--- src/rtl/uart_tx_drain_pkg.sv ---
// Shared types and helpers for the FIFO-draining UART transmitter.
package uart_tx_drain_pkg;

  // Frame sequencer states; the 3-bit encoding keeps the FSM register small
  typedef enum logic [2:0] {
    ST_IDLE   = 3'd0,
    ST_POP    = 3'd1,
    ST_LOAD   = 3'd2,
    ST_START  = 3'd3,
    ST_DATA   = 3'd4,
    ST_PARITY = 3'd5,
    ST_STOP   = 3'd6
  } state_t;

  // Clocks per serial bit, rounded to the nearest integer divisor
  function automatic int clks_per_bit(input int clk_freq_hz, input int baud_rate);
    return (clk_freq_hz + baud_rate / 2) / baud_rate;
  endfunction

endpackage

--- src/rtl/uart_baud_tick.sv ---
// Bit-period counter: counts 0..CLKS_PER_BIT-1 and flags the last and
// second-to-last cycle of each bit. Held at zero while restart is high.
module uart_baud_tick #(
  parameter int CLKS_PER_BIT = 4
) (
  input  logic clk,
  input  logic rst,
  input  logic restart,
  output logic tick,
  output logic pre_tick
);

  localparam int CNT_W = (CLKS_PER_BIT > 1) ? $clog2(CLKS_PER_BIT) : 1;
  localparam logic [CNT_W-1:0] CNT_LAST = CNT_W'(CLKS_PER_BIT - 1);
  localparam logic [CNT_W-1:0] CNT_PRE  = CNT_W'(CLKS_PER_BIT - 2);

  logic [CNT_W-1:0] cnt;

  // Free-running bit-period counter, wraps on the last cycle of a bit
  always_ff @(posedge clk or posedge rst) begin
    if (rst) begin
      cnt <= '0;
    end else if (restart || (cnt == CNT_LAST)) begin
      cnt <= '0;
    end else begin
      cnt <= cnt + 1'b1;
    end
  end

  assign tick     = (cnt == CNT_LAST);
  assign pre_tick = (cnt == CNT_PRE);

endmodule

--- src/rtl/uart_tx_drain.sv ---
// Pops words from a FIFO with one-cycle registered read latency and
// serialises each onto a UART TX line (start, data LSB first, optional
// parity, 1 or 2 stop bits). All outputs come straight from registers.
module uart_tx_drain
  import uart_tx_drain_pkg::*;
#(
  parameter int DATA_SIZE   = 8,
  parameter int CLK_FREQ_HZ = 100_000_000,
  parameter int BAUD_RATE   = 115200,
  parameter int PARITY_EN   = 0,
  parameter int PARITY_ODD  = 0,
  parameter int STOP_BITS   = 1
) (
  input  logic                 clk,
  input  logic                 rst,
  input  logic                 enable,
  input  logic                 fifo_empty,
  output logic                 fifo_pop,
  input  logic [DATA_SIZE-1:0] fifo_data,
  output logic                 tx,
  output logic                 busy,
  output logic                 frame_done
);

  localparam int CLKS_PER_BIT = clks_per_bit(CLK_FREQ_HZ, BAUD_RATE);
  localparam int BIT_W        = (DATA_SIZE > 1) ? $clog2(DATA_SIZE) : 1;
  localparam logic [BIT_W-1:0] BIT_LAST = BIT_W'(DATA_SIZE - 1);
  // Index of the final stop bit (0 for one stop bit, 1 for two)
  localparam logic STOP_LAST = (STOP_BITS == 2);

  state_t               state;
  logic [DATA_SIZE-1:0] shreg;
  logic [BIT_W-1:0]     bit_cnt;
  logic                 stop_cnt;
  logic                 parity_bit;
  logic                 baud_restart;
  logic                 baud_tick;
  logic                 baud_pre_tick;

  // Even parity is the XOR of the data; odd parity is its complement
  function automatic logic calc_parity(input logic [DATA_SIZE-1:0] d);
    return (^d) ^ (PARITY_ODD != 0);
  endfunction

  // Keep the bit timer parked at zero until the start bit begins, so the
  // start bit always gets a full bit period
  assign baud_restart = (state == ST_IDLE) || (state == ST_POP) || (state == ST_LOAD);

  uart_baud_tick #(
    .CLKS_PER_BIT(CLKS_PER_BIT)
  ) u_baud (
    .clk     (clk),
    .rst     (rst),
    .restart (baud_restart),
    .tick    (baud_tick),
    .pre_tick(baud_pre_tick)
  );

  // Frame sequencer: pop, wait out FIFO read latency, then shift the frame out
  always_ff @(posedge clk or posedge rst) begin
    if (rst) begin
      state      <= ST_IDLE;
      tx         <= 1'b1;
      fifo_pop   <= 1'b0;
      busy       <= 1'b0;
      frame_done <= 1'b0;
      shreg      <= '0;
      bit_cnt    <= '0;
      stop_cnt   <= 1'b0;
      parity_bit <= 1'b0;
    end else begin
      fifo_pop   <= 1'b0;
      frame_done <= 1'b0;
      case (state)
        ST_IDLE: begin
          tx   <= 1'b1;
          busy <= 1'b0;
          // enable is only sampled here, so dropping it mid-frame lets the
          // current frame finish and simply blocks the next pop
          if (enable && !fifo_empty) begin
            fifo_pop <= 1'b1;
            busy     <= 1'b1;
            state    <= ST_POP;
          end
        end
        ST_POP: begin
          // FIFO presents the popped word on the edge that ends this state
          state <= ST_LOAD;
        end
        ST_LOAD: begin
          shreg      <= fifo_data;
          parity_bit <= calc_parity(fifo_data);
          bit_cnt    <= '0;
          stop_cnt   <= 1'b0;
          tx         <= 1'b0;
          state      <= ST_START;
        end
        ST_START: begin
          if (baud_tick) begin
            tx    <= shreg[0];
            shreg <= shreg >> 1;
            state <= ST_DATA;
          end
        end
        ST_DATA: begin
          if (baud_tick) begin
            if (bit_cnt == BIT_LAST) begin
              if (PARITY_EN != 0) begin
                tx    <= parity_bit;
                state <= ST_PARITY;
              end else begin
                tx    <= 1'b1;
                state <= ST_STOP;
              end
            end else begin
              bit_cnt <= bit_cnt + 1'b1;
              tx      <= shreg[0];
              shreg   <= shreg >> 1;
            end
          end
        end
        ST_PARITY: begin
          if (baud_tick) begin
            tx    <= 1'b1;
            state <= ST_STOP;
          end
        end
        ST_STOP: begin
          // Set one cycle early so the registered pulse lands on the final cycle
          if (baud_pre_tick && (stop_cnt == STOP_LAST)) begin
            frame_done <= 1'b1;
          end
          if (baud_tick) begin
            if (stop_cnt == STOP_LAST) begin
              busy  <= 1'b0;
              state <= ST_IDLE;
            end else begin
              stop_cnt <= 1'b1;
            end
          end
        end
        default: begin
          tx    <= 1'b1;
          busy  <= 1'b0;
          state <= ST_IDLE;
        end
      endcase
    end
  end

endmodule

--- config.mk ---
export PLATFORM = sky130hd
export DESIGN_NAME = uart_tx_drain
export DESIGN_NICKNAME = d
export VERILOG_FILES = /design/src/rtl/uart_tx_drain_pkg.sv /design/src/rtl/uart_baud_tick.sv /design/src/rtl/uart_tx_drain.sv
export SDC_FILE = /design/constraint.sdc
export NUM_CORES = 1
export LEC_CHECK = 0
export CORE_MARGIN = 3
export CORE_UTILIZATION = 43
export CTS_CLUSTER_DIAMETER = 30
export DETAILED_ROUTE_END_ITERATION = 8
export PLACE_DENSITY = 0.62
export SLEW_MARGIN = 10
export SYNTH_ARGS = -nofsm -noshare
export SYNTH_HDL_FRONTEND = slang
export SYNTH_SLANG_ARGS = --single-unit
--- constraint.sdc ---
create_clock -name clk -period 2.7 [get_ports clk]
set_input_delay 0.54 -clock clk [delete_from_list [all_inputs] [get_ports clk]]
set_output_delay 0.54 -clock clk [all_outputs]
set_load 0.01 [all_outputs]
==> flow_metrics.env, run 1 <==
export IMPL_timing_final_hold_violations=0
export IMPL_area_growth_syn_to_layout_pct=14.07
export IMPL_gr_usage_all_layers_pct=15.55
export IMPL_cts_resized=0
export IMPL_drv_cap=0
export IMPL_fin_cells=219
export IMPL_clock_latency_ns=0.33
export IMPL_crit_type="reg -> reg"
export IMPL_die_w_um=66.17
export IMPL_slew_headroom_pct=64.30
export IMPL_fin_crit_ns=1.980
export IMPL_ys_types=44
export IMPL_drive_gt1_share_pct=8.092
export IMPL_p_comb_share_pct=4.4
export IMPL_route_detailed_drc=0
export IMPL_syn_instance_count=157
export IMPL_grt_overflow_total=0
export IMPL_ctsLongestPathBuffers=2
export IMPL_fmax_mhz=505.0
export IMPL_p_leak_nw=0.7772
export IMPL_htree_num_levels=2
export IMPL_hold_class="reg -> reg"
export IMPL_endpoint_kind="flip-flop"
export IMPL_viasPerCell=5.374
export IMPL_post_drt_wl_per_cell_um=13.04
export IMPL_fp_dieH_um=66.17
export IMPL_synth_seq_cells=29
export IMPL_grt_max_degree=21
export IMPL_dp_hpwl_mm=2.083
export IMPL_pwr_share_clk_pct=33.4
export IMPL_final_common_cell="dfrtp_1"
export IMPL_num_rows=21
export IMPL_cp_arrival_ns=2.19
export IMPL_holdBufCountCts=0
export IMPL_routabilityCongestion=0.8098
export IMPL_seqPwrFrac_pct=62.2
export IMPL_start_util_pct=45.57
export IMPL_dieArea_um2=4378
export IMPL_swShare_pct=21.07
export IMPL_worst_path_most_repeated_cell="ha_1"
export IMPL_grt_pass1_wl_mm=5.078
export IMPL_rsz0062_at_grt="false"
export IMPL_diodes=0
export IMPL_first_pass_iters=4
export IMPL_routed_via_count=1177
export IMPL_yosysSeqAreaShare_pct=46.70
export IMPL_synth_nets=173
export IMPL_dr_first_iter_drc_count=75
export IMPL_cts_buffers=5
export IMPL_slew_violations=0
export IMPL_start_kind="flip-flop"
export IMPL_io_pins=16
export IMPL_p_int_w=0.0005637
export IMPL_power_switching_w=0.0001505
export IMPL_dp_cells=211
export IMPL_layout_common_cells="dfrtp_1, nor2_1, clkdlybuf4s50_1, nand2_1, inv_1"
export IMPL_power_density_nw_per_um2=402.3
export IMPL_ir_drop_v=0.0002425
export IMPL_setup_viol=0
export IMPL_root_buffer="clkbuf_4"
export IMPL_cts_sinks=29
export IMPL_antenna_found_initial=0
export IMPL_critical_path_slowest_cell="dfrtp_1"
export IMPL_setup_tns_ns=0
export IMPL_path_cells="ha_1 -> ha_1 -> nor4b_2 -> a2bb2o_4 -> a221o_1"
export IMPL_grt_pass1_vias=1114
export IMPL_nNetsFinal=188
export IMPL_fin_crit_sh_pct=73.34
export IMPL_port_buffers=15
export IMPL_cts_tree="yes"
export IMPL_crit_required_ns=2.91
export IMPL_routed_wl_mm=2.856
export IMPL_max_stage_delay_ns=0.42
export IMPL_yosysWarnings=0
export IMPL_final_antenna_net_count=0
export IMPL_status="finished clean"
export IMPL_avgSynthCellArea_um2=9.914
export IMPL_tightest_slew_ns=0.5354
export IMPL_clk_pin_slew_worst_paths_ns=0.09
export IMPL_total_power_w=0.0007142
export IMPL_core_area_um2=3416
export IMPL_syn_area_um2=1556
export IMPL_cts_setup_buffers=0
export IMPL_critPathMaxFanout=8
export IMPL_clock_skew_ns=0.009840
-- metal layers --
metal | routed length (µm) | track usage [%] | vias to the layer above
li1 | - | - | 591
met1 | 1361 | 20.92 | 553
met2 | 1282 | 22.30 | 29
met3 | 165 | 5.612 | 4
met4 | 47 | 6.853 | 0
met5 | 0 | 0 | -
-- per-stage QoR --
stage	util (%)	hold WS (ns)	cell area, µm²	setup WS, ns
floorplan	-	0.4743	1556	0.7841
global placement	50.55	0.4621	1727	0.8086
detailed placement	50.55	0.4723	1727	0.7461
CTS	51.98	0.4909	1775	0.7123
global route	51.98	0.5248	1775	0.5372
finish	51.98	0.4859	1775	0.7199
-- sequential cells by signal, summed over array words and instances (netlist names) --
register	count
fifo_pop	1
busy	1
shreg	8
frame_done	1
state	3
bit_cnt	3
u_baud.cnt	10
tx	1
stop_cnt	1
-- final timing paths --
path,start,depth (start not counted),to,slack (ns)
worst min-delay path,busy$_DFFE_PP0P_,1,busy$_DFFE_PP0P_,0.49
worst max-delay path,bit_cnt[0]$_DFFE_PP0P_,5,shreg[3]$_DFFE_PP0P_,0.72
min in group asynchronous,rst,2,shreg[6]$_DFFE_PP0P_,0.53
max in group asynchronous,rst,3,u_baud.cnt[6]$_DFF_PP0_,1.57
worst min register to register,busy$_DFFE_PP0P_,1,busy$_DFFE_PP0P_,0.49
worst max register to register,bit_cnt[0]$_DFFE_PP0P_,5,shreg[3]$_DFFE_PP0P_,0.72
-- final cells by class --
| cell class | count | area (µm²) |
|---|---|---|
| Multi-Input combinational cell | 110 | 743.2 |
| Fill cell | 330 | 1640 |
| Timing Repair Buffer | 17 | 165.2 |
| Clock buffer | 8 | 48.80 |
| Sequential cell | 29 | 726.9 |
| Inverter | 9 | 33.78 |
| Tap cell | 46 | 57.56 |
-- critical path: cells and delay by family, from the launching register on --
kind                     cells  cell delay, ns
AO/OA/AOI/OAI                2            0.63
adder cells (fa/ha/maj)      2            0.45
flip-flops                   1            0.42
AND/OR/NAND/NOR              1            0.35
-- power groups by stage --
stage / combinational, W / clock [W] / sequential, W
detailed placement: 0.0000326 / 0 / 0.000452
global route: 0.0000354 / 0.000273 / 0.000445
finish: 0.0000316 / 0.000239 / 0.000444
CTS: 0.0000327 / 0.000246 / 0.000444
global placement: 0.0000318 / 0 / 0.000452
floorplan: 0.0000130 / 0 / 0.000451
-- cell usage after synthesis, drive strengths merged --
library cell / n / share of area [%]
and2: 7 / 2.8
o2111a: 1 / 0.72
inv: 9 / 2.2
xor2: 2 / 1.1
a21oi: 4 / 1.3
or3b: 1 / 0.56
nand3b: 1 / 0.48
buf: 5 / 2.4
nand2: 11 / 2.7
clkbuf: 4 / 0.96
dfrtp: 28 / 45
nor4b: 1 / 0.96
xnor2: 6 / 3.4
nand3: 6 / 2.3
nor3: 4 / 1.3
o21ai: 7 / 2.3
nand2b: 1 / 0.40
a31oi: 1 / 0.40
a221o: 7 / 4.5
a2bb2o: 1 / 1.3
nor2b: 3 / 1.2
dfstp: 1 / 1.7
a22oi: 2 / 0.96
a211oi: 1 / 0.48
nor2: 18 / 4.3
o2bb2ai: 1 / 0.56
a22o: 1 / 0.56
o311ai: 1 / 0.56
a21o: 1 / 0.48
nor4: 4 / 2.6
mux2i: 1 / 0.64
o2111ai: 1 / 0.56
o31ai: 1 / 0.48
nand4: 3 / 1.2
ha: 4 / 3.2
o22ai: 1 / 0.40
or4: 2 / 0.96
a31o: 1 / 0.56
nor3b: 1 / 0.48
a2bb2oi: 1 / 0.56
and4: 1 / 0.56
-- logic make-up (layout without fill, tap and decap cells) --
family                     Yosys count  in the layout  synth area share [%]
and+or+nand+nor                     64             64                 22.75
AOI/OAI and AO/OA                   33             33                 16.64
DFF                                 29             29                 46.70
buffers and inverters               18             34                 5.546
xor gates and xnor gates             8              8                 4.502
adders and majority gates            4              4                 3.216
muxes                                1              1                0.6431
Power figures use the tool's default switching activity.
==> run 2: changes to the inputs <==
--- a/config.mk
+++ b/config.mk
@@ -9,7 +9,7 @@
 export CORE_UTILIZATION = 43
 export CTS_CLUSTER_DIAMETER = 30
 export DETAILED_ROUTE_END_ITERATION = 8
-export PLACE_DENSITY = 0.62
+export PLACE_DENSITY = 0.65
 export SLEW_MARGIN = 10
 export SYNTH_ARGS = -nofsm -noshare
 export SYNTH_HDL_FRONTEND = slang
==> constraint.sdc (replaced) <==
create_clock -name clk -period 1.7 [get_ports clk]
set_input_delay 0.34 -clock clk [delete_from_list [all_inputs] [get_ports clk]]
set_output_delay 0.34 -clock clk [all_outputs]
set_load 0.01 [all_outputs]
==> flow_metrics.env, run 2 (synthesis gave the netlist of run 1 again) <==
export IMPL_dr_first_iter_drc_count=58
export IMPL_start_kind="flip-flop"
export IMPL_slew_violations=0
export IMPL_setup_viol=7
export IMPL_port_buffers=15
export IMPL_nNetsFinal=210
export IMPL_final_common_cell="dfrtp_1"
export IMPL_area_growth_syn_to_layout_pct=29.50
export IMPL_fmax_mhz=580.4
export IMPL_swShare_pct=22.08
export IMPL_p_comb_share_pct=4.2
export IMPL_fp_dieH_um=66.17
export IMPL_holdBufCountCts=0
export IMPL_violations="setup timing"
export IMPL_grt_pass1_wl_mm=5.816
export IMPL_core_area_um2=3416
export IMPL_wl_met3_um=140
export IMPL_reg2reg_depth=5
export IMPL_layout_common_cells="dfrtp_1, buf_4, nor2_1, clkdlybuf4s50_1, nand2_1"
export IMPL_endpoint_kind="flip-flop"
export IMPL_routed_via_count=1302
export IMPL_met1_length_mm=1.591
export IMPL_pwr_share_clk_pct=39.2
export IMPL_tightest_slew_ns=0.3696
export IMPL_layout_setup_ws_ns=-0.02292
export IMPL_dieArea_um2=4378
export IMPL_hold_class="in -> async"
export IMPL_drv_cap=0
export IMPL_seqPwrFrac_pct=56.6
export IMPL_critPathMaxFanout=8
export IMPL_cts_buffers=5
export IMPL_r2r_slack_ns=-0.02
export IMPL_largest_register_ffs=10
export IMPL_power_switching_w=0.0002752
export IMPL_drive_gt1_share_pct=25.13
export IMPL_die_w_um=66.17
export IMPL_slew_headroom_pct=75.36
export IMPL_clk_pin_slew_worst_paths_ns=0.10
export IMPL_p_leak_nw=0.9012
export IMPL_p_int_w=0.0009714
export IMPL_dp_hpwl_mm=2.423
export IMPL_crit_required_ns=1.92
export IMPL_top_layer_used="met4"
export IMPL_timing_final_hold_violations=0
export IMPL_rsz0062_at_grt="true"
export IMPL_fin_crit_sh_pct=101.3
export IMPL_final_antenna_net_count=0
export IMPL_cts_sinks=29
export IMPL_antenna_found_initial=0
export IMPL_largest_registers="u_baud.cnt (10), shreg (8)"
export IMPL_fin_crit_ns=1.723
export IMPL_rr_startpoint="bit_cnt[1]$_DFFE_PP0P_"
export IMPL_cp_arrival_ns=1.94
export IMPL_diodes=0
export IMPL_dp_cells=230
export IMPL_crit_type="reg -> reg"
export IMPL_fin_cells=241
export IMPL_clock_skew_ns=0.01347
export IMPL_power_density_nw_per_um2=618.4
export IMPL_nFillCells=300
export IMPL_route_detailed_drc=0
export IMPL_start_util_pct=45.57
export IMPL_first_pass_iters=4
export IMPL_io_pins=16
export IMPL_clock_latency_ns=0.33
export IMPL_r2r_end="shreg[3]$_DFFE_PP0P_"
export IMPL_status="finished with violations"
export IMPL_htree_num_levels=2
export IMPL_viasPerCell=5.402
export IMPL_cts_tree="yes"
export IMPL_grt_overflow_total=0
export IMPL_routabilityCongestion=0.7711
export IMPL_post_drt_wl_per_cell_um=14.50
export IMPL_root_buffer="clkbuf_4"
export IMPL_gr_usage_all_layers_pct=17.53
export IMPL_route_met2_wl_mm=1.727
export IMPL_grt_pass1_vias=1277
export IMPL_regMostFlops="u_baud.cnt"
export IMPL_ir_drop_v=0.0003797
export IMPL_ctsLongestPathBuffers=2
export IMPL_total_power_w=0.001247
export IMPL_num_rows=21
export IMPL_grt_max_degree=30
export IMPL_routed_wl_mm=3.494
run 2: cell count changes in the layout (fill, tap and decap cells not counted), moves of 2 or more:
cell,change
buf_4,+22
clkbuf_1,-3
clkbuf_8,+2
ha_1,-2
or4_1,-2
or4_4,+2
run 2: how the worst max path moves through the flow:
stage,to,slack (ns),from
6_report,shreg[3]$_DFFE_PP0P_,-0.02,bit_cnt[1]$_DFFE_PP0P_
3_5_place_dp,shreg[5]$_DFFE_PP0P_,-0.04,bit_cnt[1]$_DFFE_PP0P_
4_1_cts,shreg[3]$_DFFE_PP0P_,-0.02,bit_cnt[1]$_DFFE_PP0P_
3_3_place_gp,shreg[4]$_DFFE_PP0P_,-0.005,bit_cnt[1]$_DFFE_PP0P_
5_1_grt,shreg[2]$_DFFE_PP0P_,-0.08,bit_cnt[1]$_DFFE_PP0P_
2_1_floorplan,shreg[6]$_DFFE_PP0P_,-0.10,bit_cnt[0]$_DFFE_PP0P_
run 2: power by group through the flow:
stage,logic (W),clock network (W),registers [W]
6_report,0.0000522,0.000489,0.000705
5_1_grt,0.0000588,0.000536,0.000707
4_1_cts,0.0000541,0.000506,0.000705
3_5_place_dp,0.0000539,0,0.000719
3_3_place_gp,0.0000512,0,0.000718
2_1_floorplan,0.0000212,0,0.000717
run 2: layout make-up:
| class | count | area (µm²) | share of cell area [%] |
|---|---|---|---|
| Clock inverter | 1 | 5.005 | 0.2483 |
| Inverter | 9 | 33.78 | 1.676 |
| Sequential cell | 29 | 728.2 | 36.13 |
| Multi-Input combinational cell | 110 | 797.0 | 39.54 |
| Clock buffer | 7 | 65.06 | 3.228 |
| Timing Repair Buffer | 39 | 329.1 | 16.33 |
| Tap cell | 46 | 57.56 | 2.855 |
run 2: worst max-delay path: stages, from the launching register on:
cell      delay [ns]
dfrtp_1         0.39
ha_2            0.20
ha_4            0.16
nor4b_4         0.25
a2bb2o_4        0.28
a221o_1         0.32
run 2: metrics by stage:
step	util (%)	cell area [µm²]	worst slack, ns	setup TNS (ns)	hold WS (ns)
2_1_floorplan	-	1580	-0.1042	-0.7453	0.4174
3_3_place_gp	55.42	1893	-0.005396	-0.02008	0.4617
3_5_place_dp	55.42	1893	-0.04435	-0.2160	0.4813
4_1_cts	57.73	1972	-0.01537	-0.06667	0.3951
5_1_grt	59.01	2016	-0.07681	-0.5278	0.4193
6_report	59.01	2016	-0.02292	-0.1137	0.3812
run 2: what timing repair did:
action	in CTS	in global routing
gates resized for setup	4	7
pin swaps	2	9
buffers inserted	0	3
endpoints found under the setup margin	10	14
run 2: layer usage:
metal	GRT usage [%]	up-vias
met5	0	-
met4	6.091	0
met3	4.762	4
met2	28.13	26
met1	22.60	638
li1	-	634
==> run 3: changes to the inputs <==
--- a/config.mk
+++ b/config.mk
@@ -7,7 +7,7 @@
 export LEC_CHECK = 0
 export CORE_MARGIN = 3
 export CORE_UTILIZATION = 43
-export CTS_CLUSTER_DIAMETER = 30
+export CTS_CLUSTER_DIAMETER = 150
 export DETAILED_ROUTE_END_ITERATION = 8
 export PLACE_DENSITY = 0.65
 export SLEW_MARGIN = 10
==> results of run 3 <==
No change in the layout: final DEF, timing and power equal those of run 2.
